**src/rtl/vga_bitmap_capture.sv**
```systemverilog
// VGA receive side: locks to hsync/vsync, samples each 8x8 cell centre of the 64x64 window, emits one 64-bit bitmap per frame.
// One dclk of input registration, no backpressure; define VGA_CAP_ERRCNT_EN to add the sync_err lock-loss counter.
module vga_bitmap_capture #(
  parameter int HPIXELS  = 800,
  parameter int VLINES   = 525,
  parameter int HPULSE   = 96,
  parameter int HBP      = 48,
  parameter int VPULSE   = 2,
  parameter int VBP      = 33,
  parameter int PAD_LEFT = 288,
  parameter int PAD_TOP  = 208,
  parameter int THRESH   = 8,
  parameter int LOCK_CNT = 4
) (
  input  logic        dclk,
  input  logic        clr,
  input  logic        hsync,
  input  logic        vsync,
  input  logic [3:0]  red,
  input  logic [3:0]  green,
  input  logic [3:0]  blue,
  output logic        locked,
  output logic [63:0] frame_data,
  output logic        frame_valid
`ifdef VGA_CAP_ERRCNT_EN
  ,
  output logic [7:0]  sync_err
`endif
);

  localparam logic [1:0] S_SEARCH  = 2'd0;
  localparam logic [1:0] S_MEASURE = 2'd1;
  localparam logic [1:0] S_WAIT_V  = 2'd2;
  localparam logic [1:0] S_LOCKED  = 2'd3;

  localparam logic [9:0] HLAST    = 10'(HPIXELS - 1);
  localparam logic [9:0] VLAST    = 10'(VLINES - 1);
  localparam logic [9:0] H_ACT    = 10'(HPULSE + HBP);
  localparam logic [9:0] V_ACT    = 10'(VPULSE + VBP);
  localparam logic [9:0] X0       = 10'(PAD_LEFT);
  localparam logic [9:0] Y0       = 10'(PAD_TOP);
  localparam logic [3:0] THRESH_V = 4'(THRESH);
  localparam logic [7:0] GOOD_MAX = 8'(LOCK_CNT - 1);

  logic       hs_r, vs_r, hs_d, vs_d;
  logic [3:0] red_r;
  logic       hs_fall, vs_fall;

  logic [9:0] hc, vc;
  logic [1:0] state, state_nx;
  logic [7:0] goodcnt, goodcnt_nx;

  logic [63:0] shadow, seen;
  logic        line_good, lose_lock, capture, sample;
  logic [9:0]  ax, ay, wx, wy;
  logic        in_win;
  logic [5:0]  idx;

  // green/blue carry no bitmap information
  logic unused_video;
  assign unused_video = ^{green, blue};

  always_ff @(posedge dclk or posedge clr) begin
    if (clr) begin
      hs_r  <= 1'b1;
      vs_r  <= 1'b1;
      hs_d  <= 1'b1;
      vs_d  <= 1'b1;
      red_r <= 4'd0;
    end else begin
      hs_r  <= hsync;
      vs_r  <= vsync;
      hs_d  <= hs_r;
      vs_d  <= vs_r;
      red_r <= red;
    end
  end

  assign hs_fall = hs_d & ~hs_r;
  assign vs_fall = vs_d & ~vs_r;

  always_ff @(posedge dclk or posedge clr) begin
    if (clr) begin
      hc <= 10'd0;
      vc <= 10'd0;
    end else begin
      if (hs_fall)
        hc <= 10'd0;
      else if (hc != 10'h3FF)
        hc <= hc + 10'd1;
      // vsync wins when both syncs fall together
      if (vs_fall)
        vc <= 10'd0;
      else if (hs_fall)
        vc <= vc + 10'd1;
    end
  end

  assign line_good = (hc == HLAST);
  assign lose_lock = (state == S_LOCKED) &&
                     ((hs_fall && !line_good) || (vs_fall && (vc != VLAST)));

  always_comb begin
    state_nx   = state;
    goodcnt_nx = goodcnt;
    case (state)
      S_SEARCH: begin
        if (hs_fall) begin
          state_nx   = S_MEASURE;
          goodcnt_nx = 8'd0;
        end
      end
      S_MEASURE: begin
        if (hs_fall) begin
          if (!line_good)
            state_nx = S_SEARCH;
          else if (goodcnt == GOOD_MAX)
            state_nx = S_WAIT_V;
          else
            goodcnt_nx = goodcnt + 8'd1;
        end
      end
      S_WAIT_V: begin
        if (vs_fall)
          state_nx = S_LOCKED;
      end
      default: begin
        if (lose_lock)
          state_nx = S_SEARCH;
      end
    endcase
  end

  always_ff @(posedge dclk or posedge clr) begin
    if (clr) begin
      state   <= S_SEARCH;
      goodcnt <= 8'd0;
    end else begin
      state   <= state_nx;
      goodcnt <= goodcnt_nx;
    end
  end

  assign locked = (state == S_LOCKED);

  // Window position; upper bits of wx/wy zero means inside the 64-wide span
  assign ax     = hc - H_ACT;
  assign ay     = vc - V_ACT;
  assign wx     = ax - X0;
  assign wy     = ay - Y0;
  assign in_win = (hc >= H_ACT) && (vc >= V_ACT) &&
                  (ax >= X0) && (ay >= Y0) &&
                  (wx[9:6] == 4'd0) && (wy[9:6] == 4'd0);
  assign idx    = {wy[5:3], wx[5:3]};
  assign sample = locked && in_win && (wx[2:0] == 3'd4) && (wy[2:0] == 3'd4);

  // A frame is only published if every cell was seen and lock survives the closing vsync
  assign capture = locked && vs_fall && (&seen) && !lose_lock;

  always_ff @(posedge dclk or posedge clr) begin
    if (clr) begin
      shadow      <= 64'd0;
      seen        <= 64'd0;
      frame_data  <= 64'd0;
      frame_valid <= 1'b0;
    end else begin
      frame_valid <= capture;
      if (capture)
        frame_data <= shadow;
      if (vs_fall)
        seen <= 64'd0;
      else if (sample)
        seen[idx] <= 1'b1;
      if (sample)
        shadow[idx] <= (red_r >= THRESH_V);
    end
  end

`ifdef VGA_CAP_ERRCNT_EN
  always_ff @(posedge dclk or posedge clr) begin
    if (clr)
      sync_err <= 8'd0;
    else if (lose_lock && (sync_err != 8'hFF))
      sync_err <= sync_err + 8'd1;
  end
`endif

endmodule

```
**config.mk**
```make
export PLATFORM = sky130hd
export DESIGN_NAME = vga_bitmap_capture
export DESIGN_NICKNAME = d
export VERILOG_FILES = /design/src/rtl/vga_bitmap_capture.sv
export SDC_FILE = /design/constraint.sdc
export NUM_CORES = 1
export LEC_CHECK = 0
export BUFFER_PORTS_ARGS = -buffer_cell sky130_fd_sc_hd__clkbuf_2
export CORE_MARGIN = 5
export CORE_UTILIZATION = 35
export DETAILED_ROUTE_END_ITERATION = 10
export PLACE_DENSITY_LB_ADDON = 0.05
export SYNTH_ARGS = -nofsm -noshare
export SYNTH_HDL_FRONTEND = slang
export SYNTH_SLANG_ARGS = --single-unit
export TNS_END_PERCENT = 5
```
**constraint.sdc**
```tcl
create_clock -name dclk -period 9.97 [get_ports dclk]
set_input_delay 1.994 -clock dclk [delete_from_list [all_inputs] [get_ports dclk]]
set_output_delay 1.994 -clock dclk [all_outputs]
set_load 0.005 [all_outputs]
```
-- Yosys cells after proc, flatten, opt, wreduce, memory -nomap -nowiden
Cells that the tools add are included.
Widths: inputs -> output; s select.
- input port bits: 16
- register bits after elaboration: 231
- muxes and demuxes: 21
- $lt $le $gt $ge: 7
- add/sub/neg operators: 7
- reductions and logical operators: 29
- equality and inequality tests: 15
- bitwise logic cells: 5
- operators with widths (cell ; count):
    $mux 64 ; 2
    $bwmux 64 ; 1
    $or 64x64->64 ; 1
    $reduce_and 64->1 ; 1
    $mux 10 ; 4
    $mux 8 ; 4
    $add 10x1->10 const B ; 2
    $ge 10x8->1 const B ; 2
    $ne 10x10->1 const B ; 2
    $sub 10x8->10 const B ; 2
    $pmux 8 s2 ; 1
    $logic_and 1x1->1 ; 15
    $mux 2 ; 6
    $eq 10x10->1 const B ; 1
    $ge 10x6->1 const B ; 1
    $ge 10x9->1 const B ; 1
    $ne 2x2->1 const B ; 5
    $reduce_and 5->1 ; 2
    $sub 10x6->10 const B ; 1
    $sub 10x9->10 const B ; 1
    $add 8x1->8 const B ; 1
    $eq 8x2->1 const B ; 1
    $logic_not 4->1 ; 2
    $reduce_bool 2->1 ; 4
    other kinds (16) ; 21

-- Longest topological paths before layout
Gate-level depths: netlist (run 1).
- word-level depth: 11
- depth in mapped cells: 13

-- Worst setup path before layout (run 1)
No wires, ideal clock.
- kind: register to register
- start: register hc[4]
- end: register shadow[10]
- path slack: 6405 ps
- cell stages (with the launch flop): 14
- data required time: 9845 ps
- path buffers: 3
- arrival: 3440 ps
- library setup time: 125 ps
- cell sequence: dfrtp_1 buf_2 inv_1 ha_1 clkbuf_1 xnor2_1 ha_1 xnor2_1 a2111oi_2 o2111ai_1 or4_4 buf_6 or4_4 mux2_4
- longest elaborated chain between the ends: 9
- RTL lines (item ; RTL line ; RTL):
    start: declaration ; 49 ; logic [9:0] hc, vc;
    start signal: assignment ; 90 ; hc <= hc + 10'd1;
    parallel branches: the longest is 9 deep, another holds $sub 10x8->10 ; n/a ;
    end signal: indexed assignment ; 175 ; shadow[idx] <= (red_r >= THRESH_V);
    end: declaration ; 53 ; logic [63:0] shadow, seen;
Parallel ways; which one is timed is not known.
A chain may end at the register's enable or synchronous reset.

-- Worst setup path in the final report (run 1)
- start: register vc[0]
- end: register shadow[38]
- longest elaborated chain between the ends: 9
- RTL lines (item ; RTL line ; RTL):
    start: declaration ; 49 ;
    start signal: assignment ; 95 ; vc <= vc + 10'd1;
    parallel branches: the longest is 9 deep, another holds $sub 10x6->10 ; n/a ;
Parallel ways; which one is timed is not known.

==> results.sh, run 1 <==
export IMPL_ant_nets=0
export IMPL_holdWs_ps=374
export IMPL_vdd_drop_max_uv=121
export IMPL_finalWorstSetupSlack_ps=5850
export IMPL_die_x_um=185
export IMPL_drive_gt1_share_pct=27.3
export IMPL_syn_area_um2=10700
export IMPL_io_pins=82
export IMPL_row_count=64
export IMPL_synthCells=960
export IMPL_timing_slew_headroom_pct=12.9
export IMPL_skew_ps=10.9
export IMPL_rsz0062_at_grt="no"
export IMPL_postSynth_asyncResetShare_pct=100
export IMPL_crit_buf_inv=0
export IMPL_n_antenna_cell=0
export IMPL_ctsHoldBuffers=0
export IMPL_grt_max_degree=94
export IMPL_cts_buffers=27
export IMPL_worstSetupStartpointType="flop"
export IMPL_placeableCoreArea_um2=30300
export IMPL_fmax_mhz=243
export IMPL_syn_nets=989
export IMPL_power_internal_mw=1.51
export IMPL_switching_share_pct=23.8
export IMPL_seq_area_frac_synth_pct=53.6
export IMPL_power_density_nw_per_um2=163
export IMPL_drt_iter0_markers=408
export IMPL_comb_power_share_pct=4.5
export IMPL_crit_slowest_cell="nand3_1"
export IMPL_drt_wl_total_um=25700
export IMPL_fillers=3008
export IMPL_period_share_pct=41.3
export IMPL_die_h_um=185
export IMPL_slew_viol_final=0
export IMPL_synth_edff_count=0
export IMPL_clk_pin_slew_worst_paths_ps=60
export IMPL_slowest_delay_ps=900
export IMPL_min_period_ps=4120
export IMPL_cts_sinks=228
export IMPL_ctsResizeCount=0
export IMPL_syn_area_per_cell_um2=11.1
export IMPL_htree_num_levels=1
export IMPL_placed_cells=1369
export IMPL_antenna_found_initial=0
export IMPL_setup_viol=0
export IMPL_cts_tree="built"
export IMPL_cts_root_buf="clkbuf_16"
export IMPL_synthFlopType="dfrtp_1"
export IMPL_yosys_warnings=0
export IMPL_cts_max_path_buffers=3
export IMPL_status="finished, final reports clean"
export IMPL_fin_util_pct=40.1
export IMPL_dp_hpwl_um=16800
export IMPL_grt_pass1_wl_um=41600
export IMPL_drc=0
export IMPL_critical_path_top_delay_family="simple AND/OR/NAND/NOR gates"
export IMPL_p_leak_nw=5.64
export IMPL_finalSetupTns_ps=0
export IMPL_clkPwrFrac_pct=47.4
export IMPL_io_buffers=70
export IMPL_end_kind="flop"
export IMPL_worstPathRequired_ps=10390
export IMPL_arrival_ps=4550
export IMPL_cts_setup_buffers=0
export IMPL_ff_latch_area_um2=5710
export IMPL_start_util_pct=35.1
export IMPL_grt_util_all_layers_pct=15.1
export IMPL_viasPerCell=5.01
export IMPL_post_place_ws_ps=5910
export IMPL_drt_first_pass_iters=4
export IMPL_area_growth_pct=14.1
export IMPL_post_drt_wl_per_cell_um=18.2
export IMPL_gp_congestion=0.782
export IMPL_crit_type="flop to flop"
export IMPL_drv_cap=0
export IMPL_hold_violations=0
export IMPL_synth_seq_cells=228
export IMPL_synth_cell_type_count=59
export IMPL_crit_chain="ha_1 > or3b_2 > o22ai_1 > or3_1 > nand3_1 > nand4_1 > mux2_2"
export IMPL_dieArea_um2=34100
export IMPL_p_seq_share_pct=48.2
export IMPL_p_sw_mw=0.472
export IMPL_grt_pass1_vias=7185
export IMPL_worstPathMaxFanout=33
export IMPL_final_nets=1031
export IMPL_tightestPinTransition_ps=1300
export IMPL_worstHoldPathType="flop to flop"
export IMPL_clock_latency_ps=540
export IMPL_fin_cells=1414
export IMPL_grt_ovfl_total=0
export IMPL_via_count=7091
export IMPL_multi_input_area_um2=4410
layout by cell type (no fill, tap or decap), types with 7 or more instances in the layout:
cell / n
buf_4: 9
inv_1: 75
a21oi_1: 79
clkbuf_2: 70
xor2_1: 10
ha_1: 13
nand2b_1: 8
mux2_1: 12
xnor2_1: 11
clkbuf_1: 8
mux2_2: 86
nor3b_1: 7
dfrtp_1: 223
nor2_1: 63
nand4_1: 58
nor3_1: 10
mux2_4: 30
clkbuf_16: 27
nand3_1: 20
o21ai_0: 7
nand2_1: 60
or4_4: 31
per-stage QoR:
step	power, mW	area [µm²]
after floorplan	1.03	10700
after global placement	1.06	11300
after detailed placement	1.06	11300
after CTS	2.02	12200
after global routing	2.07	12200
final	1.98	12200
cell families (layout without fill, tap and decap cells):
kind of cell | count (synthesis) | in the layout | share of synthesized area [%]
simple gates | 309 | 309 | 16.8
fa+ha+maj | 13 | 13 | 1.53
buf+inv | 142 | 200 | 5.30
mux | 129 | 129 | 14.7
compound gates | 118 | 118 | 6.41
xor+xnor | 21 | 21 | 1.72
flops | 228 | 228 | 53.6
synthesized netlist by cell type (8+ instances only):
cell / count / share of area (%)
dfrtp_1: 224 / 53
mux2_2: 86 / 9.1
a21oi_1: 79 / 3.7
inv_1: 76 / 2.7
nor2_1: 63 / 2.2
nand2_1: 60 / 2.1
nand4_1: 58 / 3.4
clkbuf_1: 50 / 1.8
or4_4: 31 / 3.3
mux2_4: 30 / 4.2
nand3_1: 20 / 0.94
ha_1: 13 / 1.5
mux2_1: 12 / 1.3
xnor2_1: 11 / 0.90
nor3_1: 10 / 0.47
xor2_1: 10 / 0.82
nand2b_1: 8 / 0.47
sequential cells by signal, indices dropped and copies added (netlist names):
register     count
frame_data      64
seen            64
shadow          64
hc              10
vc              10
goodcnt          8
state            2
frame_valid      1
hs_d             1
hs_r             1
red_r            1
vs_d             1
vs_r             1
worst reg2reg max path, cell delays in order, from the launching register on:
cell,delay (ps)
dfrtp_1,520
ha_1,650
or3b_2,500
o22ai_1,200
or3_1,170
nand3_1,900
nand4_1,690
mux2_2,380
metal layers:
| metal | vias to the layer above | GRT usage, % | routed length, µm |
|---|---|---|---|
| met5 | - | 0 | 0 |
| met4 | 0 | 2.93 | 364 |
| met3 | 31 | 2.05 | 969 |
| met2 | 102 | 23.6 | 11600 |
| met1 | 3513 | 22.8 | 12700 |
| li1 | 3445 | - | - |
power by group through the flow:
stage / sequential (mW) / combinational [mW] / clock (mW)
floorplan: 0.959 / 0.0703 / 0
CTS: 0.954 / 0.0916 / 0.973
finish: 0.954 / 0.0885 / 0.939
detailed placement: 0.971 / 0.0912 / 0
global route: 0.956 / 0.102 / 1.01
global placement: 0.970 / 0.0915 / 0
layout make-up:
class | count | area share, %
Multi-Input combinational cell | 590 | 36.3
Clock inverter | 6 | 0.617
Tap cell | 396 | 4.07
Timing Repair Buffer | 79 | 3.43
Clock buffer | 39 | 6.25
Inverter | 76 | 2.41
Sequential cell | 228 | 46.9
final timing paths:
check / start / to / slack, ps / cells past startpoint
worst max-delay path: vc[0] / shadow[38] / 5850 / 7
worst min-delay path: hs_r / hs_d / 370 / 0
worst max register to register: vc[0] / shadow[38] / 5850 / 7
worst min register to register: hs_r / hs_d / 370 / 0
max in group asynchronous: clr / shadow[31] / 7000 / 3
min in group asynchronous: clr / frame_data[53] / 1580 / 2
(Power assumes the default switching activity.)
==> run 2, diff against run 1 <==
--- a/config.mk
+++ b/config.mk
@@ -5,6 +5,7 @@
 export SDC_FILE = /design/constraint.sdc
 export NUM_CORES = 1
 export LEC_CHECK = 0
+export ABC_AREA = 1
 export BUFFER_PORTS_ARGS = -buffer_cell sky130_fd_sc_hd__clkbuf_2
 export CORE_MARGIN = 5
 export CORE_UTILIZATION = 35
==> constraint.sdc (replaced) <==
create_clock -name dclk -period 4.1 [get_ports dclk]
set_input_delay 0.82 -clock dclk [delete_from_list [all_inputs] [get_ports dclk]]
set_output_delay 0.82 -clock dclk [all_outputs]
set_load 0.005 [all_outputs]
==> run 2 against run 1 <==
Clock power grew to 2.6 times the previous value. Total power grew to 2.6 times the previous value. Sequential power rose by 150%. Clock-buffer cell count down 1. First-iteration DRC count up 23%. Fmax up 27%. Cell area fell by 2.8%. Clock skew increased by 5.3 ps. Sequential share of layout area is 1.4 points higher. Critical endpoint is now shadow[7].
==> results.sh, run 2 <==
export IMPL_tightestPinTransition_ps=1020
export IMPL_comb_power_share_pct=6.2
export IMPL_synth_fa_ha_area_share_pct=1.62
export IMPL_period_share_pct=79.1
export IMPL_synth_edff_count=0
export IMPL_finalWorstSetupSlack_ps=857
export IMPL_via_count=8066
export IMPL_grt_pass1_vias=8243
export IMPL_grt_util_all_layers_pct=17.3
export IMPL_p_seq_share_pct=45.5
export IMPL_cts_sinks=228
export IMPL_vdd_drop_max_uv=275
export IMPL_reg_top3="frame_data (64), seen (64), shadow (64)"
export IMPL_synth_simple_area_share_pct=28.4
export IMPL_n_antenna_cell=0
export IMPL_design_area_um2=11800
export IMPL_worstSetupStartpointType="flop"
export IMPL_synth_top_family_by_area="simple AND/OR/NAND/NOR gates"
export IMPL_die_h_um=179
export IMPL_row_count=62
export IMPL_synth_area_leaders="dfrtp_1 (56%), nand2_1 (15%), nand3_1 (8.0%), inv_1 (4.5%), a21oi_1 (3.8%)"
export IMPL_yosysTopAreaCell="dfrtp_1"
export IMPL_clkPwrFrac_pct=48.3
export IMPL_drive_gt1_share_pct=13.1
export IMPL_synthFlopType="dfrtp_1"
export IMPL_muxShareOfSynthArea_pct=0
export IMPL_htree_num_levels=1
export IMPL_crit_type="flop to flop"
export IMPL_final_nets=1303
export IMPL_synth_cell_type_count=30
export IMPL_p_sw_mw=1.28
export IMPL_worstPathRequired_ps=4570
export IMPL_seq_area_frac_synth_pct=56.8
export IMPL_cts_buffers=27
export IMPL_synth_common_cells="nand2_1 (405), dfrtp_1 (224), nand3_1 (160)"
export IMPL_dp_hpwl_um=18000
export IMPL_power_internal_mw=3.85
export IMPL_area_growth_pct=17.7
export IMPL_grt_ovfl_total=0
export IMPL_finalPower_mw=5.13
export IMPL_viasPerCell=4.80
export IMPL_synth_compound_area_share_pct=5.55
export IMPL_start_util_pct=35.2
export IMPL_dieArea_um2=32200
export IMPL_fin_cells=1679
export IMPL_fmax_mhz=308
export IMPL_cts_setup_buffers=0
export IMPL_synth_most_common_cell="nand2_1"
export IMPL_synth_seq_cells=228
export IMPL_drv_cap=0
export IMPL_mostFrequentLayoutCells="nand2_1 (405), dfrtp_1 (223), nand3_1 (160)"
export IMPL_postSynth_asyncResetShare_pct=100
export IMPL_syn_nets=1223
export IMPL_power_density_nw_per_um2=434
export IMPL_slew_viol_final=0
export IMPL_setup_viol=0
export IMPL_drt_first_pass_iters=5
export IMPL_drt_iter0_markers=500
export IMPL_gp_congestion=0.736
export IMPL_grt_max_degree=90
export IMPL_finalSetupTns_ps=0
export IMPL_die_x_um=179
export IMPL_drt_wl_total_um=27800
export IMPL_arrival_ps=3720
export IMPL_post_drt_wl_per_cell_um=16.6
export IMPL_cts_tree="built"
export IMPL_io_pins=82
export IMPL_skew_ps=16.2
export IMPL_cts_max_path_buffers=3
export IMPL_placed_cells=1629
export IMPL_antenna_found_initial=0
export IMPL_worstHoldPathType="input pin to flop"
export IMPL_syn_area_per_cell_um2=8.42
export IMPL_synthCells=1194
export IMPL_grt_pass1_wl_um=46000
export IMPL_min_period_ps=3240
export IMPL_ctsResizeCount=0
export IMPL_layout_cells_most_common="nand2_1"
export IMPL_switching_share_pct=24.9
export IMPL_holdWs_ps=370
export IMPL_post_place_ws_ps=908
export IMPL_timing_slew_headroom_pct=32.0
export IMPL_yosysTopAreaCellShare_pct=55.8
export IMPL_fin_util_pct=41.4
export IMPL_synth_xor_area_share_pct=0.436
export IMPL_clock_latency_ps=540
export IMPL_placeableCoreArea_um2=28500
export IMPL_end_kind="flop"
export IMPL_dpl_instance_area_um2=10900
export IMPL_ant_nets=0
export IMPL_clk_pin_slew_worst_paths_ps=60
export IMPL_syn_area_um2=10000
export IMPL_worstPathMaxFanout=8
export IMPL_hold_violations=0
export IMPL_yosys_warnings=0
export IMPL_drc=0
export IMPL_cts_root_buf="clkbuf_16"
export IMPL_status="finished, final reports clean"
export IMPL_p_leak_nw=6.11
export IMPL_ctsHoldBuffers=0
export IMPL_rsz0062_at_grt="no"
export IMPL_io_buffers=70
[run 2: kinds of logic after synthesis]
group                    count (synthesis)
AO/OA/AOI/OAI                          109
XOR/XNOR                                 5
adder cells (fa/ha/maj)                 13
buffers and inverters                  174
flip-flops                             228
AND/OR/NAND/NOR                        665
[run 2: routing by layer]
metal  wire [µm]  share of wire (%)  track usage, %
met5           0                  0               0
met4         406                1.5            3.02
met3        1070                3.9            2.32
met2       12700                 46            28.4
met1       13600                 49            25.1
[run 2: path summary, 6_finish.rpt]
check / startpoint / endpoint / slack [ps] / depth (start not counted)
min in group asynchronous: clr / frame_data[59] / 400 / 2
max in group asynchronous: clr / shadow[17] / 2780 / 3
min reg2reg: hs_r / hs_d / 370 / 0
max reg2reg: hc[4] / shadow[7] / 860 / 19
max: hc[4] / shadow[7] / 860 / 19
min: hsync / hs_r / 370 / 1
[run 2: power by group through the flow]
stage | logic [mW] | clock network, mW | registers, mW
global placement | 0.322 | 0 | 2.38
CTS | 0.324 | 2.55 | 2.34
global route | 0.363 | 2.63 | 2.34
finish | 0.318 | 2.47 | 2.34
detailed placement | 0.323 | 0 | 2.38
floorplan | 0.227 | 0 | 2.36
[run 2: critical path: stages, from the launching register on]
cell and delay, ps:
dfrtp_1 440, inv_1 170, ha_1 190, nand2_1 100, nand2_1 100, inv_1 40, ha_1 270, nand2_1 50
nor2_1 80, nand2_1 50, nor2_1 160, nand2_1 70, nor2_1 80, nand2_1 50, nor2_1 110, nand3_2 160
nor2_1 600, buf_4 270, nand3_1 80, nand2_1 90
[run 2: cell type report]
class / count / area [µm²]
clock inverters: 12 / 123
fillers: 3010 / 16700
multi-input cells: 792 / 3620
inverters: 127 / 480
flip-flops and latches: 228 / 5710
well taps: 384 / 480
clock buffers: 38 / 807
repair buffers: 98 / 598
